**src/rtl/seq_restoring_divider.sv**
```systemverilog
// Iterative unsigned restoring divider: one quotient bit per clock, MSB first,
// with a start/done handshake and a divide-by-zero fast path.
module seq_restoring_divider #(
  parameter int WIDTH = 8
) (
  input  logic             clk,
  input  logic             rst_n,
  input  logic             start,
  input  logic [WIDTH-1:0] dividend,
  input  logic [WIDTH-1:0] divisor,
  output logic             busy,
  output logic             done,
  output logic [WIDTH-1:0] quotient,
  output logic [WIDTH-1:0] remainder,
  output logic             div_by_zero
);

  localparam int CW = (WIDTH > 2) ? $clog2(WIDTH) : 1;

  localparam logic [1:0] ST_IDLE = 2'd0;
  localparam logic [1:0] ST_RUN  = 2'd1;
  localparam logic [1:0] ST_DONE = 2'd2;

  logic [1:0]       r_state;
  logic [WIDTH-1:0] r_dvd;
  logic [WIDTH-1:0] r_dsr;
  logic [WIDTH-1:0] r_rem;
  logic [WIDTH-1:0] r_quo;
  logic [CW-1:0]    r_count;
  logic             r_busy;
  logic             r_done;
  logic [WIDTH-1:0] r_quotient;
  logic [WIDTH-1:0] r_remainder;
  logic             r_dbz;

  logic [WIDTH:0]   w_shifted;
  logic [WIDTH:0]   w_trial;
  logic             w_borrow;
  logic [WIDTH:0]   w_next;
  logic             w_qbit;
  logic             w_last;

  // Exact WIDTH+1-bit trial subtract; the extra top bit of the difference is the borrow.
  assign w_shifted              = {r_rem, r_dvd[WIDTH-1]};
  assign {w_borrow, w_trial}    = {1'b0, w_shifted} - {2'b00, r_dsr};
  assign w_next                 = w_borrow ? w_shifted : w_trial;
  assign w_qbit                 = ~w_borrow;
  assign w_last                 = (r_count == CW'(WIDTH - 1));

  // Handshake FSM and iteration datapath.
  always_ff @(posedge clk or negedge rst_n) begin
    if (!rst_n) begin
      r_state     <= ST_IDLE;
      r_dvd       <= {WIDTH{1'b0}};
      r_dsr       <= {WIDTH{1'b0}};
      r_rem       <= {WIDTH{1'b0}};
      r_quo       <= {WIDTH{1'b0}};
      r_count     <= {CW{1'b0}};
      r_busy      <= 1'b0;
      r_done      <= 1'b0;
      r_quotient  <= {WIDTH{1'b0}};
      r_remainder <= {WIDTH{1'b0}};
      r_dbz       <= 1'b0;
    end else begin
      case (r_state)
        ST_IDLE: begin
          r_done <= 1'b0;
          if (start) begin
            r_busy <= 1'b1;
            if (divisor == {WIDTH{1'b0}}) begin
              r_state     <= ST_DONE;
              r_done      <= 1'b1;
              r_quotient  <= {WIDTH{1'b1}};
              r_remainder <= dividend;
              r_dbz       <= 1'b1;
            end else begin
              r_state <= ST_RUN;
              r_dvd   <= dividend;
              r_dsr   <= divisor;
              r_rem   <= {WIDTH{1'b0}};
              r_quo   <= {WIDTH{1'b0}};
              r_count <= {CW{1'b0}};
            end
          end else begin
            r_busy <= 1'b0;
          end
        end
        ST_RUN: begin
          r_dvd   <= {r_dvd[WIDTH-2:0], 1'b0};
          r_rem   <= WIDTH'(w_next);
          r_quo   <= WIDTH'({r_quo, w_qbit});
          r_count <= r_count + CW'(1);
          if (w_last) begin
            r_state     <= ST_DONE;
            r_done      <= 1'b1;
            r_quotient  <= WIDTH'({r_quo, w_qbit});
            r_remainder <= WIDTH'(w_next);
            r_dbz       <= 1'b0;
          end else begin
            r_state <= ST_RUN;
          end
        end
        ST_DONE: begin
          r_state <= ST_IDLE;
          r_busy  <= 1'b0;
          r_done  <= 1'b0;
        end
        default: begin
          r_state <= ST_IDLE;
          r_busy  <= 1'b0;
          r_done  <= 1'b0;
        end
      endcase
    end
  end

  assign busy        = r_busy;
  assign done        = r_done;
  assign quotient    = r_quotient;
  assign remainder   = r_remainder;
  assign div_by_zero = r_dbz;

endmodule

```
**config.mk**
```make
export PLATFORM = sky130hd
export DESIGN_NAME = seq_restoring_divider
export DESIGN_NICKNAME = d
export VERILOG_FILES = /design/src/rtl/seq_restoring_divider.sv
export SDC_FILE = /design/constraint.sdc
export NUM_CORES = 1
export LEC_CHECK = 0
export ABC_CLOCK_PERIOD_IN_PS = 4000
export CORE_MARGIN = 5
export CORE_UTILIZATION = 58
export CTS_CLUSTER_SIZE = 12
export DETAILED_ROUTE_END_ITERATION = 16
export PLACE_DENSITY = 0.84
export SYNTH_ARGS = -nofsm -noshare
export SYNTH_HDL_FRONTEND = slang
export SYNTH_SLANG_ARGS = --single-unit
```
**constraint.sdc**
```tcl
create_clock -name clk -period 4 [get_ports clk]
set_clock_uncertainty 0.2 [all_clocks]
set_input_delay 0.8 -clock clk [delete_from_list [all_inputs] [get_ports clk]]
set_output_delay 0.8 -clock clk [all_outputs]
set_load 0.02 [all_outputs]
```
Word level (Yosys, flattened, before mapping). Cells that the tools add are included.

Add/sub/neg operators: 2. Equality and inequality tests: 6. Multiplexer cells: 33. Bitwise operators: 2. Reduce and logical (&&, ||, !) cells: 6.

Operators with widths (count): $mux W8 (11); $pmux W8 S2 (4); $pmux W7 S2 (1); $sub A9 B8 Y10 (1); $logic_not A8 Y1 (1); $ne A2 B2 Y1 const B (4); $mux W1 (7); $mux W2 (3); $mux W3 (2); $pmux W1 S2 (3); $pmux W3 S2 (1); $reduce_and A3 Y1 (2); $pmux W2 S2 (1); $reduce_and A4 Y1 (1); $add A3 B1 Y3 const B (1); $eq A3 B3 Y1 const B (1); $eq A2 B1 Y1 const B (1); $logic_not A2 Y1 (1); $not A1 Y1 (2); $reduce_bool A2 Y1 (1).

Bits in registers: 55. Input port bits: 19. Output and inout port bits: 19. Logic and storage cells: 60.

Longest topological paths before layout.
Word-level depth: 4. Mapped depth: 10. Gate-level depth less buffers: 10.

Worst setup path before layout. OpenSTA, ideal clock, no wires.

Path kind: register -> register. Start point: register r_dvd[7]. End point: register r_remainder[6] (netlist: remainder[6]). Library setup time: 104 ps. Arrival: 2031 ps. Data required time: 3696 ps. Setup slack: 1665 ps. Stages on the path, launching flop included: 11. Path buffers: 0. Clock period less this slack: 2335 ps. Cells stage by stage: dfrtp_1 > inv_1 > ha_1 > inv_1 > fa_1 > a211oi_1 > o21bai_1 > a21oi_1 > xnor2_1 > mux2i_1 > a221oi_1.

Longest elaborated chain between the ends: 4.

RTL lines: start: declaration (RTL line 25) `logic [WIDTH-1:0] r_dvd;`; start signal: assignment (RTL line 54) `r_dvd <= {WIDTH{1'b0}};`; start signal: assignment (RTL line 78) `r_dvd <= dividend;`; start signal: assignment (RTL line 89) `r_dvd <= {r_dvd[WIDTH-2:0], 1'b0};`; $sub A9 B8 Y10 (RTL line 45) `assign {w_borrow, w_trial} = {1'b0, w_shifted} - {2'b00, r_dsr};`; $mux W8 (RTL line 46) `assign w_next = w_borrow ? w_shifted : w_trial;`; $mux W8 (RTL line 93) `if (w_last) begin`; $pmux W8 S2 (RTL line 65) `case (r_state)`; end signal: assignment (RTL line 62) `r_remainder <= {WIDTH{1'b0}};`; end signal: assignment (RTL line 74) `r_remainder <= dividend;`; end signal: assignment (RTL line 97) `r_remainder <= WIDTH'(w_next);`; end: declaration (RTL line 33) `logic [WIDTH-1:0] r_remainder;`.

Every way passes these cells. The select of a mux whose other input is x is not followed. A chain may end at the register's enable or synchronous reset.

Worst setup path in the final report.
Start point: input port divisor[5]. End point: register r_remainder[7] (netlist: remainder[7]).

Longest elaborated chain between the ends: 3.

RTL lines: start: declaration (RTL line 10) `input logic [WIDTH-1:0] divisor,`; $logic_not A8 Y1 (RTL line 70) `if (divisor == {WIDTH{1'b0}}) begin`; $ne A2 B2 Y1 (no line); $reduce_and A4 Y1 (no line).

Every way passes these cells.

==> impl_metrics.py <==
metrics = {
    "min_path": {
        "hold_path_class": "register to register",
        "holdPathEnd": "r_dvd[5]",
        "hold_path_depth": 2,
        "hp-start": "r_dvd[5]",
    },
    "timing": {
        "worst_slack_ns": 1.10,
        "setup_viol": 0,
        "drv_slew": 0,
        "tightest_slew_ns": 0.864,
        "rsz0062_at_grt": "no",
        "setup_tns_ns": 0,
        "timing.fmax_mhz": 345,
        "min_period_over_period_pct": 72.4,
        "hold_viol": 0,
        "slew-limit-headroom_pct": 42.4,
        "final.min_clock_period_ns": 2.90,
    },
    "power_and_ir_drop": {
        "ir_worst_vdd_uv": 456,
        "comb_power_share_pct": 56.3,
        "leakage_nw": 1.47,
        "cellPowerDensity_mw_per_mm2": 940,
        "internal-power_w": 0.00170,
        "netSwitchingPower_w": 0.00125,
        "pwr-share-seq_pct": 33.6,
        "swShare_pct": 42.4,
        "total_power_w": 0.00296,
        "clkPwrFrac_pct": 10.1,
    },
    "flow_run": {
        "max-cap-violations": 0,
    },
    "yosys": {
        "synthCells": 278,
        "synth_compound_area_share_pct": 19.6,
        "synth.area.mux_share_pct": 3.45,
        "seq_area_frac_synth_pct": 51.3,
        "yosys_warnings": 0,
        "yosys.area_share.simple_pct": 15.1,
        "synthAdderAreaFrac_pct": 5.41,
        "syn-cell-area_mm2": 0.00268,
        "synth_cell_types": 42,
        "synth_nets": 308,
        "ys_seq_elements": 55,
        "synth_xor_area_share_pct": 0.653,
        "synth_top_family_by_area": "compound AO/OA/AOI/OAI gates",
        "syn-mean-instance-area_um2": 9.65,
    },
    "grt": {
        "antenna_found_initial": 0,
        "grt_pass1_wl_um": 9520,
        "grt_max_degree": 35,
        "grt_pass1_vias": 2017,
        "track_usage_pct": 19.1,
        "overflow": 0,
    },
    "placement": {
        "gp_congestion": 0.813,
        "post-dp-hpwl_um": 3970,
        "portBuffers": 37,
        "pre_cts_ws_ns": 0.752,
        "place_inst": 355,
    },
    "critical_path": {
        "required_ns": 4.01,
        "reg2reg_slack_ns": 1.34,
        "critPathKind": "primary input to register",
        "crit_chain": "clkdlybuf4s50_1 > nor4_1 > nand2_1 > nor2_1 > buf_4 > nor2_2 > inv_2 > nand2_1 > o22a_1",
        "regToRegEndpoint": "remainder[6]",
        "cp_slowest_cell": "nor4_1",
        "path_buf_inv": 3,
        "startpoint_type": "primary input",
        "rr_worst_depth": 10,
        "path_common_cell": "nand2_1",
        "cpPeakStageDelay_ns": 0.53,
        "critical-path-top-delay-family": "simple AND/OR/NAND/NOR gates",
        "end_kind": "register",
        "path_max_fanout": 15,
        "cp.arrival_ns": 2.90,
        "r2r-start": "r_dvd[7]",
    },
    "die": {
        "rows": 24,
        "die_h_um": 78.0,
        "core_area_mm2": 0.00441,
        "dieArea_mm2": 0.00609,
        "start_util_pct": 60.8,
        "io-pin-count": 38,
        "dieWidth_um": 78.0,
    },
    "final_layout": {
        "drive_above_1_share_pct": 6.11,
        "nets": 340,
        "fin_cells": 363,
        "syn_to_final_growth_pct": 17.3,
        "n_antenna_cell": 0,
    },
    "status": {
        "status": "finished, final reports clean",
    },
    "cts": {
        "numCtsBuffers": 5,
        "clk_pin_slew_worst_paths_ns": 0.09,
        "clock-sinks": 55,
        "cts_tree": "yes",
        "post_cts.repair.setup_buffers": 0,
        "holdBufCountCts": 0,
        "clock-root-buffer": "clkbuf_8",
        "cts_max_path_buffers": 2,
        "cts-htree-levels": 2,
        "clk_latency_ns": 0.31,
        "cts-resized-gates": 0,
    },
    "detailed_routing": {
        "drt-initial-drc-count": 113,
        "via_per_inst": 5.83,
        "drc_errors": 0,
        "drt_pass1_iterations": 4,
        "wl_per_cell_um": 15.1,
        "ant_nets": 0,
        "drt-total-wl_um": 5480,
        "num_vias": 2116,
    },
}
[worst min-delay path, cell delays in order, from the launching register on]
cell and delay [ns]:
dfrtp_1 0.36, nand2_1 0.05, o21ai_0 0.06
[synth_stat cells (all sizes together)]
library cell	instances	area (um^2)
o22a	4	35.0
xnor2	2	17.5
a32oi	1	8.76
a211oi	3	22.5
mux2i	7	70.1
dfrtp	55	1380
a21o	9	67.6
nand2	37	139
and2	2	12.5
a21oi	18	93.8
a221oi	2	23.8
nor3	12	60.1
nor2	34	130
ha	10	125
o21a	3	22.5
o22ai	1	6.26
o21bai	2	15.0
o31ai	1	7.51
nand2b	2	12.5
inv	13	48.8
o31a	1	8.76
a31oi	2	12.5
clkbuf	7	26.3
o41ai	1	8.76
o211ai	1	7.51
o21ai	19	95.1
a22o	8	70.1
nor2b	1	6.26
o32a	1	10.0
fa	1	20.0
or3	3	18.8
or2	1	6.26
mux2	2	22.5
a221o	1	10.0
nor4	2	12.5
buf	8	46.3
and3	1	6.26
[state kept, by name, summed over array words and instances, names as in the netlist]
register and count:
r_dvd 8, r_quo 7, quotient 8, r_state 2
r_dsr 8, r_count 3, div_by_zero 1, r_rem 8
busy 1, remainder 8, done 1
[per-layer routing]
layer | up-vias | wire length (um) | global-route usage [%] | share of wire [%]
met2 | 57 | 2580 | 29.0 | 47
met5 | - | 0 | 0 | 0
li1 | 1035 | - | - | -
met4 | 0 | 70 | 5.57 | 1.3
met3 | 6 | 280 | 4.58 | 5.1
met1 | 1018 | 2550 | 27.5 | 47
[cell type report]
cell class	instances	area, um^2
inverter	13	48.8
clock buffer	5	68.8
multi-input combinational	195	1180
timing repair buffer	40	388
clock inverter	3	15.0
sequential	55	1380
fill	343	1270
tap	52	65.1
[how the worst max path moves through the flow]
| stage | startpoint | end | slack, ns | cells past startpoint |
|---|---|---|---|---|
| after floorplan | r_dvd[7] | remainder[6] | 1.67 | 10 |
| after global placement | divisor[5] | r_dvd[4] | 0.86 | 7 |
| after detailed placement | divisor[5] | remainder[7] | 0.75 | 9 |
| after CTS | divisor[5] | remainder[7] | 1.08 | 9 |
| after global routing | divisor[5] | r_dvd[3] | 0.79 | 7 |
| final | divisor[5] | remainder[7] | 1.10 | 9 |
[layout by cell type (no fill, tap or decap), types with 2 or more instances in the layout]
cell type / netlist / final
a21oi_1: 17 / 17
o22a_1: 4 / 4
and2_1: 2 / 2
ha_1: 10 / 10
nor4_1: 2 / 2
inv_1: 12 / 12
o21bai_1: 2 / 2
a22o_1: 8 / 8
a31oi_1: 2 / 2
or3_1: 3 / 3
clkinv_2: 0 / 3
a211oi_1: 3 / 3
a21o_1: 9 / 9
nand2_1: 37 / 37
o21ai_0: 19 / 19
clkbuf_8: 0 / 5
clkdlybuf4s50_1: 0 / 36
mux2_2: 2 / 2
dfrtp_1: 55 / 55
xnor2_1: 2 / 2
nor3_1: 12 / 12
mux2i_1: 7 / 7
buf_4: 0 / 3
nand2b_1: 2 / 2
nor2_1: 33 / 33
o21a_1: 3 / 3
[power groups by stage]
stage / combinational, W / clock, W / sequential [W]
6_report: 0.00166 / 0.000299 / 0.000994
4_1_cts: 0.00167 / 0.000302 / 0.000997
2_1_floorplan: 0.00113 / 0 / 0.00108
5_1_grt: 0.00185 / 0.000326 / 0.00103
3_3_place_gp: 0.00160 / 0 / 0.00100
3_5_place_dp: 0.00166 / 0 / 0.00101
[logic make-up after synthesis]
logic type | after synthesis
AND/OR/NAND/NOR | 95
AO/OA/AOI/OAI | 78
flip-flops | 55
buffers and inverters | 28
adder cells (fa/ha/maj) | 11
multiplexers | 9
XOR/XNOR | 2
[stage by stage]
step,hold slack (ns),utilization [%],instance area (um^2)
6_report,0.290,71.3,3150
5_1_grt,0.311,71.3,3150
4_1_cts,0.294,71.3,3150
3_5_place_dp,0.273,69.4,3060
3_3_place_gp,0.261,69.4,3060
2_1_floorplan,0.249,-,2680
Power figures use the tool's default switching activity.
